<file path="src/rtl/pdm_pkg.sv">
// Shared constants and types for the PDM word generator.
//   PDM_WORD_W    : width of one PDM density word
//   PDM_IDLE_WORD : 50% density word (silence) shown while no word is buffered
//   PDM_OFFSET    : XOR mask turning two's-complement PCM into offset binary
//   pdm_state_e   : modulator sequencing states
package pdm_pkg;

   localparam int unsigned PDM_WORD_W = 16;

   localparam logic [PDM_WORD_W-1:0] PDM_IDLE_WORD = 16'h5555;
   localparam logic [PDM_WORD_W-1:0] PDM_OFFSET    = 16'h8000;

   typedef enum logic [1:0] {
      IDLE = 2'd0,
      MOD  = 2'd1,
      PUSH = 2'd2
   } pdm_state_e;

endpackage

</file>
<file path="src/rtl/pdm_word_fifo.sv">
// Small synchronous FIFO holding generated PDM words.
//   clk, rst  : clock, synchronous active-high clear
//   push      : write push_data (taken when not full, or when full with a pop)
//   push_data : word to write
//   pop       : drop the head word (ignored when empty)
//   head      : current head word, readable without popping
//   full      : level == DEPTH
//   empty     : level == 0
//   level     : current word count, 0..DEPTH
module pdm_word_fifo #(
   parameter int unsigned WIDTH = 16,
   parameter int unsigned DEPTH = 2
) (
   input  logic                       clk,
   input  logic                       rst,
   input  logic                       push,
   input  logic [WIDTH-1:0]           push_data,
   input  logic                       pop,
   output logic [WIDTH-1:0]           head,
   output logic                       full,
   output logic                       empty,
   output logic [$clog2(DEPTH):0]     level
);

   localparam int unsigned AW = $clog2(DEPTH);
   localparam int unsigned LW = AW + 1;

   logic [WIDTH-1:0] mem_q [DEPTH];
   logic [AW-1:0]    wr_ptr_q, wr_ptr_d;
   logic [AW-1:0]    rd_ptr_q, rd_ptr_d;
   logic [LW-1:0]    count_q,  count_d;
   logic             do_push_c, do_pop_c;

   // A full FIFO still accepts a push when a pop frees the head slot in the same cycle.
   always_comb begin
      do_pop_c  = pop && (count_q != '0);
      do_push_c = push && ((count_q != LW'(DEPTH)) || do_pop_c);
      wr_ptr_d  = wr_ptr_q;
      rd_ptr_d  = rd_ptr_q;
      count_d   = count_q;
      if (do_push_c) wr_ptr_d = wr_ptr_q + AW'(1);
      if (do_pop_c)  rd_ptr_d = rd_ptr_q + AW'(1);
      case ({do_push_c, do_pop_c})
         2'b10:   count_d = count_q + LW'(1);
         2'b01:   count_d = count_q - LW'(1);
         default: count_d = count_q;
      endcase
   end

   // Pointer and count registers.
   always_ff @(posedge clk) begin
      if (rst) begin
         wr_ptr_q <= '0;
         rd_ptr_q <= '0;
         count_q  <= '0;
      end else begin
         wr_ptr_q <= wr_ptr_d;
         rd_ptr_q <= rd_ptr_d;
         count_q  <= count_d;
      end
   end

   // Storage needs no reset; contents are only visible through count_q.
   always_ff @(posedge clk) begin
      if (do_push_c) mem_q[wr_ptr_q] <= push_data;
   end

   assign head  = mem_q[rd_ptr_q];
   assign full  = (count_q == LW'(DEPTH));
   assign empty = (count_q == '0);
   assign level = count_q;

endmodule

</file>
<file path="src/rtl/pdm_word_gen.sv">
// First-order sigma-delta modulator feeding the 16-bit PDM word serializer.
//   clk, rst   : clock, synchronous active-high reset
//   en         : block enable, registered once; low acts as a soft clear
//   pcm_data   : signed PCM sample, taken on pcm_valid && pcm_ready
//   pcm_valid  : pcm_data valid
//   pcm_ready  : generator idle and enabled
//   pdm_word   : buffered head word, or IDLE_WORD when the buffer is empty
//   ser_en     : serializer enable (registered copy of en)
//   ser_done   : serializer finished with the head word; pops it
//   underrun   : one-cycle pulse when ser_done finds the buffer empty
//   fifo_level : buffered word count
module pdm_word_gen
   import pdm_pkg::*;
#(
   parameter int unsigned            WORDS_PER_SAMPLE = 1,
   parameter int unsigned            FIFO_DEPTH       = 2,
   parameter logic [PDM_WORD_W-1:0]  IDLE_WORD        = PDM_IDLE_WORD
) (
   input  logic                          clk,
   input  logic                          rst,
   input  logic                          en,
   input  logic [PDM_WORD_W-1:0]         pcm_data,
   input  logic                          pcm_valid,
   output logic                          pcm_ready,
   output logic [PDM_WORD_W-1:0]         pdm_word,
   output logic                          ser_en,
   input  logic                          ser_done,
   output logic                          underrun,
   output logic [$clog2(FIFO_DEPTH):0]   fifo_level
);

   localparam int unsigned LVL_W      = $clog2(FIFO_DEPTH) + 1;
   localparam int unsigned BIT_CNT_W  = 4;
   localparam int unsigned WORD_CNT_W = 5;

   pdm_state_e              state_q, state_d;
   logic                    en_q, en_d;
   logic [PDM_WORD_W-1:0]   acc_q, acc_d;
   logic [PDM_WORD_W-1:0]   u_q, u_d;
   logic [PDM_WORD_W-1:0]   sreg_q, sreg_d;
   logic [BIT_CNT_W-1:0]    bit_cnt_q, bit_cnt_d;
   logic [WORD_CNT_W-1:0]   word_cnt_q, word_cnt_d;
   logic                    pcm_ready_q, pcm_ready_d;
   logic                    underrun_q, underrun_d;
   logic [PDM_WORD_W-1:0]   pdm_word_q, pdm_word_d;
   logic [LVL_W-1:0]        fifo_level_q, fifo_level_d;

   logic [PDM_WORD_W:0]     sum_c;
   logic                    push_c, pop_c, fifo_rst_c;
   logic [PDM_WORD_W-1:0]   fifo_head;
   logic                    fifo_full, fifo_empty;
   logic [LVL_W-1:0]        fifo_level_c;

   // Soft clear empties the buffer exactly like reset.
   assign fifo_rst_c = rst || !en_q;

   pdm_word_fifo #(
      .WIDTH (PDM_WORD_W),
      .DEPTH (FIFO_DEPTH)
   ) u_fifo (
      .clk       (clk),
      .rst       (fifo_rst_c),
      .push      (push_c),
      .push_data (sreg_q),
      .pop       (pop_c),
      .head      (fifo_head),
      .full      (fifo_full),
      .empty     (fifo_empty),
      .level     (fifo_level_c)
   );

   // Next-state and output logic.
   always_comb begin
      state_d    = state_q;
      en_d       = en;
      acc_d      = acc_q;
      u_d        = u_q;
      sreg_d     = sreg_q;
      bit_cnt_d  = bit_cnt_q;
      word_cnt_d = word_cnt_q;
      push_c     = 1'b0;
      pop_c      = 1'b0;
      sum_c      = {1'b0, acc_q} + {1'b0, u_q};

      if (en_q) begin
         pop_c = ser_done && !fifo_empty;
         case (state_q)
            IDLE: begin
               if (pcm_valid && pcm_ready_q) begin
                  u_d        = pcm_data ^ PDM_OFFSET;
                  bit_cnt_d  = '0;
                  word_cnt_d = '0;
                  state_d    = MOD;
               end
            end
            MOD: begin
               // Carry out of the accumulator is the density bit; first bit ends up in bit 15.
               acc_d     = sum_c[PDM_WORD_W-1:0];
               sreg_d    = {sreg_q[PDM_WORD_W-2:0], sum_c[PDM_WORD_W]};
               bit_cnt_d = bit_cnt_q + BIT_CNT_W'(1);
               if (bit_cnt_q == BIT_CNT_W'(PDM_WORD_W - 1)) state_d = PUSH;
            end
            PUSH: begin
               // Word is held in sreg_q until the buffer has room.
               if (!fifo_full || pop_c) begin
                  push_c     = 1'b1;
                  word_cnt_d = word_cnt_q + WORD_CNT_W'(1);
                  if ((word_cnt_q + WORD_CNT_W'(1)) == WORD_CNT_W'(WORDS_PER_SAMPLE)) begin
                     state_d = IDLE;
                  end else begin
                     bit_cnt_d = '0;
                     state_d   = MOD;
                  end
               end
            end
            default: state_d = IDLE;
         endcase
      end else begin
         state_d    = IDLE;
         acc_d      = '0;
         u_d        = '0;
         sreg_d     = '0;
         bit_cnt_d  = '0;
         word_cnt_d = '0;
      end

      // Ready tracks the registered enable while idle.
      pcm_ready_d  = en && (state_d == IDLE);
      underrun_d   = en_q && ser_done && fifo_empty;
      fifo_level_d = en_q ? fifo_level_c : '0;
      pdm_word_d   = (en_q && !fifo_empty) ? fifo_head : IDLE_WORD;
   end

   // State and output registers.
   always_ff @(posedge clk) begin
      if (rst) begin
         state_q      <= IDLE;
         en_q         <= 1'b0;
         acc_q        <= '0;
         u_q          <= '0;
         sreg_q       <= '0;
         bit_cnt_q    <= '0;
         word_cnt_q   <= '0;
         pcm_ready_q  <= 1'b0;
         underrun_q   <= 1'b0;
         pdm_word_q   <= IDLE_WORD;
         fifo_level_q <= '0;
      end else begin
         state_q      <= state_d;
         en_q         <= en_d;
         acc_q        <= acc_d;
         u_q          <= u_d;
         sreg_q       <= sreg_d;
         bit_cnt_q    <= bit_cnt_d;
         word_cnt_q   <= word_cnt_d;
         pcm_ready_q  <= pcm_ready_d;
         underrun_q   <= underrun_d;
         pdm_word_q   <= pdm_word_d;
         fifo_level_q <= fifo_level_d;
      end
   end

   assign pcm_ready  = pcm_ready_q;
   assign pdm_word   = pdm_word_q;
   assign ser_en     = en_q;
   assign underrun   = underrun_q;
   assign fifo_level = fifo_level_q;

endmodule

</file>
<file path="config.mk">
export PLATFORM = sky130hd
export DESIGN_NAME = pdm_word_gen
export DESIGN_NICKNAME = d
export VERILOG_FILES = /design/src/rtl/pdm_pkg.sv /design/src/rtl/pdm_word_fifo.sv /design/src/rtl/pdm_word_gen.sv
export SDC_FILE = /design/constraint.sdc
export NUM_CORES = 1
export LEC_CHECK = 0
export CORE_ASPECT_RATIO = 0.5
export CORE_MARGIN = 1.5
export CORE_UTILIZATION = 50
export DETAILED_ROUTE_END_ITERATION = 7
export DONT_BUFFER_PORTS = 1
export GPL_ROUTABILITY_DRIVEN = 0
export PLACE_DENSITY = 0.68
export SKIP_LAST_GASP = 1
export SLEW_MARGIN = 20
export SYNTH_ARGS = -nofsm -noshare
export SYNTH_HDL_FRONTEND = slang
export SYNTH_SLANG_ARGS = --single-unit
</file>
<file path="constraint.sdc">
create_clock -name clk -period 2 [get_ports clk]
set_clock_uncertainty 0.05 [all_clocks]
set_input_delay 0.2 -clock clk [delete_from_list [all_inputs] [get_ports clk]]
set_output_delay 0.2 -clock clk [all_outputs]
set_load 0.05 [all_outputs]
</file>
==> qor.txt <==
Launching element type of the critical path: flip-flop
Hold_ws: 0.01362 ns
Delay of the slowest cell on the worst path: 0.35 ns
Critical path buffer and inverter count: 1
CP Cell Sequence: ha_4 > inv_2 > fa_2 > nand2b_4 > a21oi_4 > o21ai_4 > o21a_1 > or3_1 > a31oi_1
Maximum capacitance violations: 0
Remaining DRCs: 0
Slowest cell on crit path: dfxtp_2
Vias in the first global route: 3360
Starting utilization of the core area: 51.17%
1st-iter DRT viols: 168
R2R setup slack: -0.04 ns
Setup violators final: 3
Synthesized cell area: 4802 um^2
Top cell type's share of synthesized area: 35.02%
Count of mapped cells out of synthesis: 492
Top area cells in the synthesized netlist: dfxtp_1, edfxtp_1, nand2_1
Final Max Slew Viols: 0
Leading cell type in the layout, fill and taps excluded: nand2_1
Area enclosed by the die boundary: 10240 um^2
Required time of the critical path: 2.30 ns
Status: finished with violations
Total routed wirelength: 9.774 mm
Time the worst path needs with I/O delays and setup: 2.035 ns
CTS tree: done
Register area share after synthesis: 55.03%
EDFF count, synth: 32
DRT antenna net count: 0
Hold endpoint: pcm_ready
Pin count of the biggest net entering global routing: 31
Root Buffer Master: clkbuf_16
Power per unit of standard cell area: 905.2 nW/um^2
# IOs: 42
Worst Hold Launch: en
Num rows: 25
Kind of end point of the critical path: flip-flop
Clock sink count: 116
Layout cell share with drive strength beyond 1: 14.91%
Cell Int Power: 4158 uW
Maximum count of clock buffers along a single path: 2
Transition time at the pin with the least slew margin: 0.7447 ns
IO Port Bufs: 0
Setup repair after global routing missed its margin: true
Post-layout worst setup margin: -0.03533 ns
Switching part of the total power: 22.25%
Comb power frac: 2.0%
Unique masters post-synth: 51
Die Y-Extent: 72.30 um
Final total negative setup slack: -0.07596 ns
Layout overhead on the synthesized area: 23.03%
Final core occ: 62.96%
Total via count after detailed routing: 3577
Number of nets in the synthesized netlist: 534
Layout Nets: 579
Synth Area per Inst: 9.760 um^2
Die W: 141.6 um
Via-to-Cell Ratio: 5.331
Global routing usage summed across all routing layers: 21.10%
Number of storage elements in the synthesis netlist: 116
Net load switching power: 1190 uW
Post-layout instance count excluding filler cells: 671
Arrival time worst endpoint: 2.33 ns
Half-perimeter wire length after detailed placement: 6.179 mm
Number of inserted filler cells in the final layout: 793
Number of buffers created by CTS: 17
Startpoint of the worst register-to-register path: acc_q[0]
Yosys warning total: 0
Part of the total power dissipated in sequential elements: 45.1%
Leakage Power: 0.002145 uW
Endpoint of the most critical register-to-register path: sreg_q[0]
Largest fanout on the critical path: 3
Clock slew at the register clock pins of the worst setup and hold paths: 0.06 ns
Worst slew margin: 50.02%
Sum of overflow across all layers after global routing: 0
Max rail drop VDD: 0.0006101 V
DR pass1 iterations: 5
Number of cells in the design after placement: 615
Clock group share of total power: 52.9%
Family with the most delay on the worst path: compound AO/OA/AOI/OAI gates
Count of final hold-check violations: 0
Path type of the worst min-delay path: input pin to flip-flop
Area leader, netlist: dfxtp_1
Proportion of synthesized flip-flops having asynchronous set or reset: 0%
H-tree depth: 4
Top_reg_cell synth: dfxtp_1
Clock network latency to the later pin of the worst-skew pair: 0.42 ns
Number of instances on the worst hold path: 2
Number of antenna violations at the first check in global routing: 0
Diodes inserted: 0
Path type of the worst setup path: flip-flop to flip-flop
Share of the clock period used by the worst path after layout: 101.8%
Violated checks: setup timing
Leading cell types in the layout, fill and taps excluded: nand2_1, dfxtp_1, a21oi_1, nor2_1, edfxtp_1
Placeable core region: 9384 um^2
Upper clock frequency limit: 0.4913 GHz
Reg2reg path depth: 9
Post-detailed-route wirelength per cell: 14.57 um
Global-route wire length before repair: 16.24 mm
==> area by class of cell <==
type,count,area [um^2],share of cell area [%]
clock buffers,17,425.4,7.200
well taps,121,151.4,2.562
repair buffers,47,404.1,6.840
multi-input cells,350,2132,36.09
clock inverters,15,131.4,2.224
flip-flops and latches,116,2645,44.77
inverters,5,18.77,0.3177
==> sequential cells by signal (all words and copies together), names as in the netlist <==
register	flops
acc_q	16
bit_cnt_q	4
fifo_level	2
pcm_ready	1
pdm_word	16
ser_en	1
sreg_q	16
state_q	2
u_fifo.level	2
u_fifo.mem_q	32
u_fifo.rd_ptr_q	1
u_fifo.wr_ptr_q	1
u_q	16
underrun	1
word_cnt_q	5
==> logic make-up (layout without fill, tap and decap cells) <==
| logic type | Yosys count | after routing | synth area share [%] |
|---|---|---|---|
| and+or+nand+nor | 189 | 189 | 17.38 |
| DFF | 116 | 116 | 55.03 |
| AOI/OAI and AO/OA | 110 | 110 | 13.76 |
| buffers and inverters | 26 | 84 | 2.319 |
| adders and majority gates | 21 | 21 | 5.628 |
| muxes | 16 | 16 | 3.335 |
| xor gates and xnor gates | 14 | 14 | 2.553 |
==> power by group through the flow <==
stage / Sequential [uW] / Clock (uW) / Combinational (uW)
3_3_place_gp: 2460 / 0 / 74.6
2_1_floorplan: 2470 / 0 / 44.2
4_1_cts: 2410 / 2870 / 105
5_1_grt: 2410 / 3000 / 116
6_report: 2410 / 2830 / 105
3_5_place_dp: 2460 / 0 / 75.2
==> worst max-delay path by stage <==
| stage | start | endpoint | slack (ns) | cells past startpoint |
|---|---|---|---|---|
| floorplan | acc_q[0] | sreg_q[0] | -0.08 | 9 |
| global placement | u_q[0] | sreg_q[0] | -0.16 | 9 |
| detailed placement | acc_q[0] | sreg_q[0] | -0.23 | 9 |
| CTS | u_q[0] | sreg_q[0] | -0.11 | 9 |
| global route | u_q[0] | sreg_q[0] | -0.09 | 9 |
| finish | acc_q[0] | sreg_q[0] | -0.04 | 9 |
==> Yosys cell counts (3+ instances only) <==
master	instances
a21o_1	3
nor2b_1	4
ha_1	20
inv_1	5
xnor2_1	9
o21a_1	3
and3_1	3
a21oi_1	57
nand3_1	7
nand4_1	3
nand2_1	99
buf_2	8
edfxtp_1	32
o21ai_1	3
a211oi_1	5
clkbuf_1	11
o21ai_0	18
xor2_1	5
nor2_1	44
or3_1	7
mux2i_1	16
nand2b_1	5
and2_1	4
nor3_1	5
dfxtp_1	84
==> stage by stage <==
stage / area (um^2) / setup slack, ns / total power, uW
after global placement: 5059 / -0.1587 / 2537
after CTS: 5872 / -0.1085 / 5386
after floorplan: 4822 / -0.08433 / 2513
after detailed placement: 5059 / -0.2302 / 2538
final: 5908 / -0.03533 / 5348
after global routing: 5908 / -0.09448 / 5532
==> worst reg2reg max path, cell delays in order (launching register included) <==
cell and delay [ns]:
dfxtp_2 0.35, ha_4 0.14, inv_2 0.04, fa_2 0.33, nand2b_4 0.16, a21oi_4 0.19
o21ai_4 0.08, o21a_1 0.19, or3_1 0.31, a31oi_1 0.12
==> routing by layer <==
| layer | track usage [%] | vias up | wire (um) |
|---|---|---|---|
| met5 | 0 | - | 0 |
| met4 | 7.904 | 0 | 122 |
| met3 | 6.733 | 15 | 540 |
| met2 | 33.93 | 84 | 4530 |
| met1 | 27.06 | 1659 | 4581 |
| li1 | - | 1819 | - |
==> what timing repair did <==
action                                  in CTS  in global routing
pin swaps                                    8                 12
resized for setup                           11                  7
endpoints found under the setup margin       5                  8
gates cloned                                 0                  0
setup buffers                                4                  2
hold buffers                                19                  0
hold endpoints to repair                    21                  0
Power figures use the tool's default switching activity.
